==> config.mk <==
export PLATFORM = sky130hd
export DESIGN_NAME = aes_stream_ctrl_flat
export DESIGN_NICKNAME = d
export VERILOG_FILES = /design/src/rtl/aes_stream_pkg.sv /design/src/rtl/aes_stream_ctrl_if.sv /design/src/rtl/aes_blk_fifo.sv /design/src/rtl/aes_stream_ctrl.sv /design/src/flat_wrapper.sv
export SDC_FILE = /design/constraint.sdc
export NUM_CORES = 1
export LEC_CHECK = 0
export ABC_AREA = 0
export CORE_MARGIN = 3
export CORE_UTILIZATION = 29
export CTS_CLUSTER_SIZE = 10
export DETAILED_ROUTE_END_ITERATION = 6
export DONT_BUFFER_PORTS = 1
export HOLD_SLACK_MARGIN = 0.05
export SETUP_SLACK_MARGIN = 0.02
export SKIP_LAST_GASP = 1
export SYNTH_ARGS = -nofsm -noshare
export SYNTH_HDL_FRONTEND = slang
export SYNTH_SLANG_ARGS = --single-unit
==> constraint.sdc <==
create_clock -name clk -period 5.55 [get_ports clk]
set_input_delay 1.3875 -clock clk [delete_from_list [all_inputs] [get_ports clk]]
set_output_delay 1.3875 -clock clk [all_outputs]
set_load 0.02 [all_outputs]
==> src/rtl/aes_stream_pkg.sv <==
// Shared widths, pipeline latency and block type for the AES stream controller.
// Word slot 0 is the most significant 32 bits of a block.
package aes_stream_pkg;

  localparam int BLOCK_W          = 128;
  localparam int WORD_W           = 32;
  localparam int WORDS_PER_BLK    = 4;
  localparam int AES_PIPE_LATENCY = 15;

  typedef logic [BLOCK_W-1:0] aes_block_t;

  // MSB index of word slot idx within a block (slot 0 -> bit 127).
  function automatic int word_msb(input logic [1:0] idx);
    return BLOCK_W - 1 - WORD_W * int'(idx);
  endfunction

endpackage

==> src/rtl/aes_stream_ctrl_if.sv <==
// Word-stream interface of the AES stream controller: key words in, result words out.
// Both directions: a word transfers on a rising edge where valid & ready are high;
// the source holds valid and data stable until that edge, and ready may depend on state only.
interface aes_stream_ctrl_if;
  import aes_stream_pkg::*;

  logic              in_valid;
  logic              in_ready;
  logic [WORD_W-1:0] in_data;
  logic              out_valid;
  logic              out_ready;
  logic [WORD_W-1:0] out_data;
  logic              out_last;

  modport master (
    output in_valid, in_data, out_ready,
    input  in_ready, out_valid, out_data, out_last
  );

  modport slave (
    input  in_valid, in_data, out_ready,
    output in_ready, out_valid, out_data, out_last
  );

endinterface

==> src/rtl/aes_blk_fifo.sv <==
// DEPTH-entry synchronous FIFO of 128-bit result blocks, async active-low reset.
// Push and pop on the same edge are both performed and leave count unchanged.
module aes_blk_fifo
  import aes_stream_pkg::*;
#(
  parameter int DEPTH = 4,
  parameter int CW    = $clog2(DEPTH + 1)
) (
  input  logic          clk,
  input  logic          rst_n,
  input  logic          push,
  input  aes_block_t    push_data,
  input  logic          pop,
  output aes_block_t    head,
  output logic [CW-1:0] count,
  output logic          empty
);

  localparam int PW = (DEPTH > 1) ? $clog2(DEPTH) : 1;

  aes_block_t    mem [DEPTH];
  logic [PW-1:0] wr_ptr;
  logic [PW-1:0] rd_ptr;

  function automatic logic [PW-1:0] ptr_next(input logic [PW-1:0] p);
    return (p == PW'(DEPTH - 1)) ? '0 : p + 1'b1;
  endfunction

  always_ff @(posedge clk or negedge rst_n) begin
    if (!rst_n) begin
      wr_ptr <= '0;
      rd_ptr <= '0;
      count  <= '0;
      for (int i = 0; i < DEPTH; i++) mem[i] <= '0;
    end else begin
      if (push) begin
        mem[wr_ptr] <= push_data;
        wr_ptr      <= ptr_next(wr_ptr);
      end
      if (pop) rd_ptr <= ptr_next(rd_ptr);
      if (push && !pop) count <= count + 1'b1;
      else if (pop && !push) count <= count - 1'b1;
    end
  end

  assign head  = mem[rd_ptr];
  assign empty = (count == '0);

  // The upstream credit scheme must make these impossible.
  overflow_chk: assert property (@(posedge clk) disable iff (!rst_n)
    !(push && !pop && count == CW'(DEPTH)));
  underflow_chk: assert property (@(posedge clk) disable iff (!rst_n)
    !(pop && empty));

endmodule

==> src/rtl/aes_stream_ctrl.sv <==
// Stream front/back-end for a free-running LATENCY-stage AES pipeline with credit-gated issue.
// Optional perf counters (perf_blocks, perf_stall) are built when AES_STREAM_PERF_EN is defined.
module aes_stream_ctrl
  import aes_stream_pkg::*;
#(
  parameter int LATENCY = AES_PIPE_LATENCY,
  parameter int DEPTH   = 4
) (
  input  logic              clk,
  input  logic              rst_n,
  aes_stream_ctrl_if.slave  strm,
  output aes_block_t        pipe_key,
  input  aes_block_t        pipe_out,
  output logic              busy
`ifdef AES_STREAM_PERF_EN
  ,
  output logic [31:0]       perf_blocks,
  output logic [31:0]       perf_stall
`endif
);

  localparam int CW = $clog2(DEPTH + 1);

  logic [1:0]         wcnt;
  aes_block_t         asm_blk;
  logic               blk_full;
  logic               accept;
  logic               has_credit;
  logic               issue;
  logic               stall;
  logic [LATENCY-1:0] vsr;
  logic               capture;
  logic [CW-1:0]      in_flight;
  logic [CW-1:0]      fifo_count;
  logic               fifo_empty;
  aes_block_t         head;
  logic [1:0]         rcnt;
  logic               load;
  logic               pop;
  logic               out_valid_q;
  logic [WORD_W-1:0]  out_data_q;
  logic               out_last_q;

  // Credits count blocks already committed to the buffer: in flight plus buffered.
  assign accept     = strm.in_valid & strm.in_ready;
  assign has_credit = ({1'b0, in_flight} + {1'b0, fifo_count}) < (CW + 1)'(DEPTH);
  assign issue      = blk_full & has_credit;
  assign stall      = blk_full & ~has_credit;
  assign strm.in_ready = ~stall;

  always_ff @(posedge clk or negedge rst_n) begin
    if (!rst_n) begin
      wcnt     <= '0;
      asm_blk  <= '0;
      blk_full <= 1'b0;
      pipe_key <= '0;
    end else begin
      if (accept) begin
        asm_blk[word_msb(wcnt) -: WORD_W] <= strm.in_data;
        wcnt <= wcnt + 2'd1;
        if (wcnt == 2'(WORDS_PER_BLK - 1)) blk_full <= 1'b1;
      end
      // Slot 0 of the next block may be written on this same edge; pipe_key takes the old block.
      if (issue) begin
        pipe_key <= asm_blk;
        blk_full <= 1'b0;
      end
    end
  end

  always_ff @(posedge clk or negedge rst_n) begin
    if (!rst_n) vsr <= '0;
    else        vsr <= {vsr[LATENCY-2:0], issue};
  end

  assign capture = vsr[LATENCY-1];

  always_comb begin
    in_flight = '0;
    for (int i = 0; i < LATENCY; i++) in_flight = in_flight + CW'(vsr[i]);
  end

  aes_blk_fifo #(
    .DEPTH (DEPTH),
    .CW    (CW)
  ) u_fifo (
    .clk       (clk),
    .rst_n     (rst_n),
    .push      (capture),
    .push_data (pipe_out),
    .pop       (pop),
    .head      (head),
    .count     (fifo_count),
    .empty     (fifo_empty)
  );

  // rcnt selects the next head word to move into the output register; the head
  // leaves the buffer as its last word is loaded, so at most one word sits outside it.
  assign load = ~fifo_empty & (~out_valid_q | strm.out_ready);
  assign pop  = load & (rcnt == 2'(WORDS_PER_BLK - 1));

  always_ff @(posedge clk or negedge rst_n) begin
    if (!rst_n) begin
      rcnt        <= '0;
      out_valid_q <= 1'b0;
      out_data_q  <= '0;
      out_last_q  <= 1'b0;
    end else if (load) begin
      out_valid_q <= 1'b1;
      out_data_q  <= head[word_msb(rcnt) -: WORD_W];
      out_last_q  <= (rcnt == 2'(WORDS_PER_BLK - 1));
      rcnt        <= rcnt + 2'd1;
    end else if (strm.out_ready) begin
      out_valid_q <= 1'b0;
      out_last_q  <= 1'b0;
    end
  end

  assign strm.out_valid = out_valid_q;
  assign strm.out_data  = out_data_q;
  assign strm.out_last  = out_last_q;

  assign busy = blk_full | (wcnt != 2'd0) | (|vsr) | ~fifo_empty | out_valid_q;

`ifdef AES_STREAM_PERF_EN
  always_ff @(posedge clk or negedge rst_n) begin
    if (!rst_n) begin
      perf_blocks <= '0;
      perf_stall  <= '0;
    end else begin
      perf_blocks <= perf_blocks + 32'(issue);
      perf_stall  <= perf_stall + 32'(stall);
    end
  end
`endif

endmodule

==> src/flat_wrapper.sv <==
// flat-port wrapper written by rule: the top's interface ports become plain ports
module aes_stream_ctrl_flat import aes_stream_pkg::*;
#(
  parameter int LATENCY = AES_PIPE_LATENCY,
  parameter int DEPTH   = 4
)
  (clk, rst_n, pipe_key, pipe_out, busy, strm_in_valid, strm_in_data, strm_out_ready, strm_in_ready, strm_out_valid, strm_out_data, strm_out_last);
  aes_stream_ctrl_if strm_i ();
  input  logic clk;
  input  logic rst_n;
  output aes_block_t pipe_key;
  input  aes_block_t pipe_out;
  output logic busy;
  input wire logic [$bits(strm_i.in_valid)-1:0] strm_in_valid;
  input wire logic [$bits(strm_i.in_data)-1:0] strm_in_data;
  input wire logic [$bits(strm_i.out_ready)-1:0] strm_out_ready;
  output wire logic [$bits(strm_i.in_ready)-1:0] strm_in_ready;
  output wire logic [$bits(strm_i.out_valid)-1:0] strm_out_valid;
  output wire logic [$bits(strm_i.out_data)-1:0] strm_out_data;
  output wire logic [$bits(strm_i.out_last)-1:0] strm_out_last;
  assign strm_i.in_valid = strm_in_valid;
  assign strm_i.in_data = strm_in_data;
  assign strm_i.out_ready = strm_out_ready;
  assign strm_in_ready = strm_i.in_ready;
  assign strm_out_valid = strm_i.out_valid;
  assign strm_out_data = strm_i.out_data;
  assign strm_out_last = strm_i.out_last;
  aes_stream_ctrl #(.LATENCY(LATENCY), .DEPTH(DEPTH)) u_core (.clk(clk), .rst_n(rst_n), .strm(strm_i), .pipe_key(pipe_key), .pipe_out(pipe_out), .busy(busy));
endmodule
Word-level counts from Yosys, hierarchy flattened:

Cells that the tools add are included.

* reduce and logical (&&, ||, !) cells: 13
* shift-type cells: 3
* bitwise gates (word level): 16
* muxes and demuxes: 17
* order comparisons: 4
* eq/ne operators: 4
* $add $sub $neg: 24

Operator list (number)
* 512-bit bitwise mux: 1
* 128-bit two-way mux: 3
* 128-bit binary-select mux with 2-bit select: 1
* 128-bit demux with 2-bit select: 1
* 32-bit by 33-bit variable shift with 159-bit output, first input constant: 1
* 159-bit by 32-bit indexed part select with 32-bit output: 1
* 32-bit by 33-bit indexed part select with 159-bit output: 1
* 128-bit bitwise mux: 1
* 3-bit by 1-bit adder with 3-bit output: 13
* 32-bit negator with 33-bit output: 1
* 7-bit by 7-bit subtractor with 8-bit output, first input constant: 2
* 15-bit OR reduction: 1
* 2-bit nonzero test: 5
* 2-bit by 1-bit adder with 2-bit output, second input constant: 4
* 2-bit equality test, second input constant: 4
* 3-bit greater-or-equal comparator, second input constant: 2
* 1-bit two-way mux: 6
* 3-bit two-way mux: 2
* 2-bit NOT with 3-bit output: 2
* 1-bit bitwise AND: 5
* 1-bit bitwise OR: 5
* 3-bit by 3-bit adder with 4-bit output: 1
* 4-bit by 3-bit less-than comparator with 1-bit output, second input constant: 1
* 2-bit two-way mux: 2
* other kinds (9): 15

* logic and storage cells: 97
* register bits after elaboration: 829
* output and inout bits: 164
* bits of input ports: 164

Depth between registers and ports, before layout:

* word-level depth: 22
* mapped depth: 19
* depth with buffers taken out: 17

Hierarchy:

Synthesis repeated with hierarchy kept, for this count alone.

* cells, all modules: 2108
* area, all modules: 35333.9 um^2

By module, submodules not included
* aes_blk_fifo: times used 1, area each 22660.5 um^2, seq. area each 12987.5 um^2, cells an instance 1273
* aes_stream_ctrl: times used 1, area each 12673.4 um^2, seq. area each 7757.4 um^2, cells an instance 835

Worst setup path after synthesis:

OpenSTA, ideal clock, no wires.

* path type: flip-flop to output port
* start: register u_core.vsr[0]
* end: output port strm_in_ready
* cell stages (with the launch flop): 15
* setup slack: -0.262 ns
* required time: 4.163 ns
* buffers on the path: 0
* arrival: 4.425 ns
* cells stage by stage: dfrtp_1 > inv_1 > ha_1 > inv_1 > fa_1 > fa_1 > fa_1 > fa_1 > inv_1 > ha_1 > fa_1 > xnor2_1 > xnor2_1 > ha_1 > o41ai_4

* longest elaborated chain between the ends: 19

RTL lines
* from (decl): line aes_stream_ctrl.sv:31 `logic [LATENCY-1:0] vsr;`
* from (signal assigned): line aes_stream_ctrl.sv:73 `else vsr <= {vsr[LATENCY-2:0], issue};`
* 1-bit by 1-bit adder with 2-bit output: line aes_stream_ctrl.sv:80 `for (int i = 0; i < LATENCY; i++) in_flight = in_flight + CW'(vsr[i]);`
* 3-bit by 1-bit adder with 3-bit output (13 in series): line aes_stream_ctrl.sv:80
* 3-bit by 3-bit adder with 4-bit output: line aes_stream_ctrl.sv:46 `assign has_credit = ({1'b0, in_flight} + {1'b0, fifo_count}) < (CW + 1)'(DEPTH);`
* 4-bit by 3-bit less-than comparator with 1-bit output: line aes_stream_ctrl.sv:46
* 1-bit NOT: line aes_stream_ctrl.sv:48 `assign stall = blk_full & ~has_credit;`
* 1-bit bitwise AND: line aes_stream_ctrl.sv:48
* 1-bit NOT: line aes_stream_ctrl.sv:49 `assign strm.in_ready = ~stall;`
* to (decl): line flat_wrapper.sv:17 `output wire logic [$bits(strm_i.in_ready)-1:0] strm_in_ready;`

Every way passes these cells.

Worst setup path in the final report:

Same ends and word-level chain as after synthesis.

==> results.yml <==
route:
  route.detailed.drc: 0
  vias_per_cell: 4.74
  dr_total_vias: 19000
  wirelength_mm: 90.7
  wl_per_cell_microns: 22.6
  dr.pass1.iters: 5
  postRouteAntennaNets: 0
  drt_iter0_markers: 939
logic_synthesis:
  ys_warn_count: 0
  netlist_area_sq_um: 35700
  yosysUniqueCellTypes: 35
  syn_inst: 2337
  syn_avg_cell_area_sq_um: 15.3
  synth_edf_count: 0
  synth_seq_cells: 829
  synthArstFlopShare: 1.00
  ys_seq_area_frac: 0.581
  synth_nets: 2528
  synth_flop_cell: "dfrtp_1"
critical_path:
  crit_path_start_kind: "flip-flop"
  cp_max_fo: 2
  slowest_delay_ns: 0.52
  cp_data_arrival_time_ns: 4.96
  crit_chain: "inv_1 > ha_1 > inv_1 > fa_1 > fa_1 > fa_1 > fa_1 > inv_1 > ha_1 > fa_1 > ha_1 > and3_4 > o41ai_4 > buf_6"
  required_ns: 4.16
  crit_type: "flip-flop to output pin"
  setup.worst_path.end_class: "output pin"
  crit_top_cell: "fa_1"
  critical_path.slowest_cell: "fa_1"
sta:
  fin_skew_ns: 0.0341
  finalSetupViolCount: 1
  fin_ws_ns: -0.801
  report.final.slew_viol_count: 0
  timing.final.crit_share: 1.14
  worst_pin_slew_ns: 1.46
  final_hold_viol_count: 0
  fmax_ghz: 0.157
  finalCriticalPeriod_ns: 6.35
  hold_ws_ns: 0.379
  max_slew_margin: 0.0246
  rsz0062_at_grt: "yes"
power:
  p_leak_nw: 17.8
  clockPowerShare: 0.233
  power.switching_w: 0.00838
  total_power_w: 0.0253
  p_int_w: 0.0169
  p_comb_frac: 0.331
  swShare: 0.331
  seqPwrFrac: 0.436
  powerDensity_nw_per_um2: 624
  vdd_drop_max_v: 0.000474
cells_and_area:
  final_nets: 2521
  final_cells: 4009
  post-route-util: 0.332
  final_cell_mix: "826 x dfrtp_1, 688 x mux2_2, 128 x mux4_2"
  final_common_cell: "dfrtp_1"
  area_growth_pct: 13.5
  drive_gt1_frac: 0.432
clock_tree:
  cts_sinks: 829
  ctsHoldBuffers: 0
  clk_latency_ns: 0.69
  cts-root-buf: "clkbuf_16"
  h-tree-depth: 3
  cts_buffers: 98
  cts_tree: "built"
  clk_pin_slew_worst_paths_ns: 0.06
  clockBufferDepth: 3
global_routing:
  antenna_found_initial: 10
  grt_pass1_vias: 20400
  grt_pass1_wl_mm: 136
  overflow: 0
  grt_start_max_net_pins: 830
  grt_use_total: 0.142
placement:
  io_buffer_count: 0
  dp_hpwl_mm: 57.2
  place_congestion: 0.752
  placed_cells: 3848
hold_path:
  hold_class: "flip-flop to flip-flop"
die:
  initial_core_util: 0.293
  rows: 128
  die-area_sq_um: 127000
  ios: 328
  die_width_microns: 357
  die_y_microns: 357
  core_area_sq_um: 122000
run_status:
  status: "finished with violations"
  violations: "setup timing"
job:
  maxCapViolCount: 0
worst paths after layout:
path	start	to	slack (ns)	depth (start not counted)
max reg2reg	u_core.vsr[0]	u_core.asm_blk[3]	0.17	19
min	u_core.vsr[8]	u_core.vsr[9]	0.38	0
min reg2reg	u_core.vsr[8]	u_core.vsr[9]	0.38	0
max	u_core.vsr[0]	strm_in_ready	-0.80	14
max in group asynchronous	rst_n	u_core.asm_blk[113]	2.12	3
min in group asynchronous	rst_n	u_core.u_fifo.mem[85]	0.39	0
flip-flops by register name, indices dropped and copies added (netlist names), 3 cells and up:
register / flops
u_core.asm_blk: 128
u_core.pipe_key: 128
u_core.strm.out_data: 32
u_core.u_fifo.count: 3
u_core.u_fifo.mem: 512
u_core.vsr: 15
through the flow:
| step | TNS (ns) | instance area, sq um | worst slack (ns) |
|---|---|---|---|
| finish | -0.801 | 40500 | -0.801 |
| global route | -2.52 | 40500 | -1.04 |
| CTS | -0.903 | 40300 | -0.903 |
| detailed placement | -0.117 | 37500 | -0.117 |
| global placement | -0.0862 | 37500 | -0.0862 |
| floorplan | -0.0994 | 35700 | -0.0994 |
per-layer routing:
layer / GRT usage / vias to the layer above / share of wire
met5: 0 / - / 0.00087
met4: 0.0364 / 10 / 0.020
met3: 0.0763 / 127 / 0.12
met2: 0.221 / 437 / 0.45
met1: 0.171 / 10000 / 0.40
li1: - / 8367 / -
power by group through the flow:
stage / registers (W) / logic (W) / clock network [W]
floorplan: 0.0103 / 0.00663 / 0
global placement: 0.0110 / 0.00826 / 0
detailed placement: 0.0111 / 0.00843 / 0
CTS: 0.0110 / 0.00845 / 0.00614
global route: 0.0114 / 0.00913 / 0.00638
finish: 0.0110 / 0.00837 / 0.00590
cell usage after synthesis (all sizes together), types with 2 or more instances:
| cell type | n | area, sq um |
|---|---|---|
| ha | 17 | 213 |
| clkbuf | 57 | 214 |
| mux4 | 128 | 2880 |
| and3 | 34 | 218 |
| inv | 124 | 465 |
| buf | 95 | 551 |
| o21ai | 4 | 20.0 |
| nand2b | 4 | 25.0 |
| a21oi | 32 | 160 |
| nor4 | 4 | 25.0 |
| dfrtp | 829 | 20700 |
| nor2 | 5 | 18.8 |
| nand2 | 105 | 394 |
| o22ai | 64 | 400 |
| nand3 | 4 | 35.0 |
| xnor2 | 5 | 43.8 |
| mux2i | 96 | 961 |
| xor2 | 3 | 26.3 |
| or3 | 2 | 12.5 |
| mux2 | 709 | 8060 |
| fa | 10 | 200 |
kinds of logic after synthesis:
kind of cell	after synthesis	synth area share
compound gates	101	0.0170
flops	829	0.581
simple gates	163	0.0213
buf+inv	276	0.0344
xor+xnor	8	0.00196
mux	933	0.333
fa+ha+maj	27	0.0116
area by class of cell:
type / count / area, sq um
clock inverters: 12 / 175
fillers: 11900 / 81500
well taps: 1625 / 2030
clock buffers: 126 / 2680
diodes: 16 / 40.0
inverters: 124 / 465
repair buffers: 45 / 582
multi-input cells: 1232 / 13800
flip-flops and latches: 829 / 20800
worst max-delay path: cells and delay by family, from the launching register on:
| kind | cells | cell delay [ns] |
|---|---|---|
| adder cells (fa/ha/maj) | 8 | 3.06 |
| AO/OA/AOI/OAI | 1 | 0.34 |
| buffers and inverters | 4 | 0.35 |
| flip-flops | 1 | 0.35 |
| AND/OR/NAND/NOR | 1 | 0.18 |
timing repair:
action | 4_1_cts | 5_1_grt
pin swaps | 1 | 0
setup endpoints to repair | 1 | 125
gates cloned | 0 | 2
gates resized for setup | 1 | 0
setup buffers | 0 | 1
(Power assumes the default switching activity.)
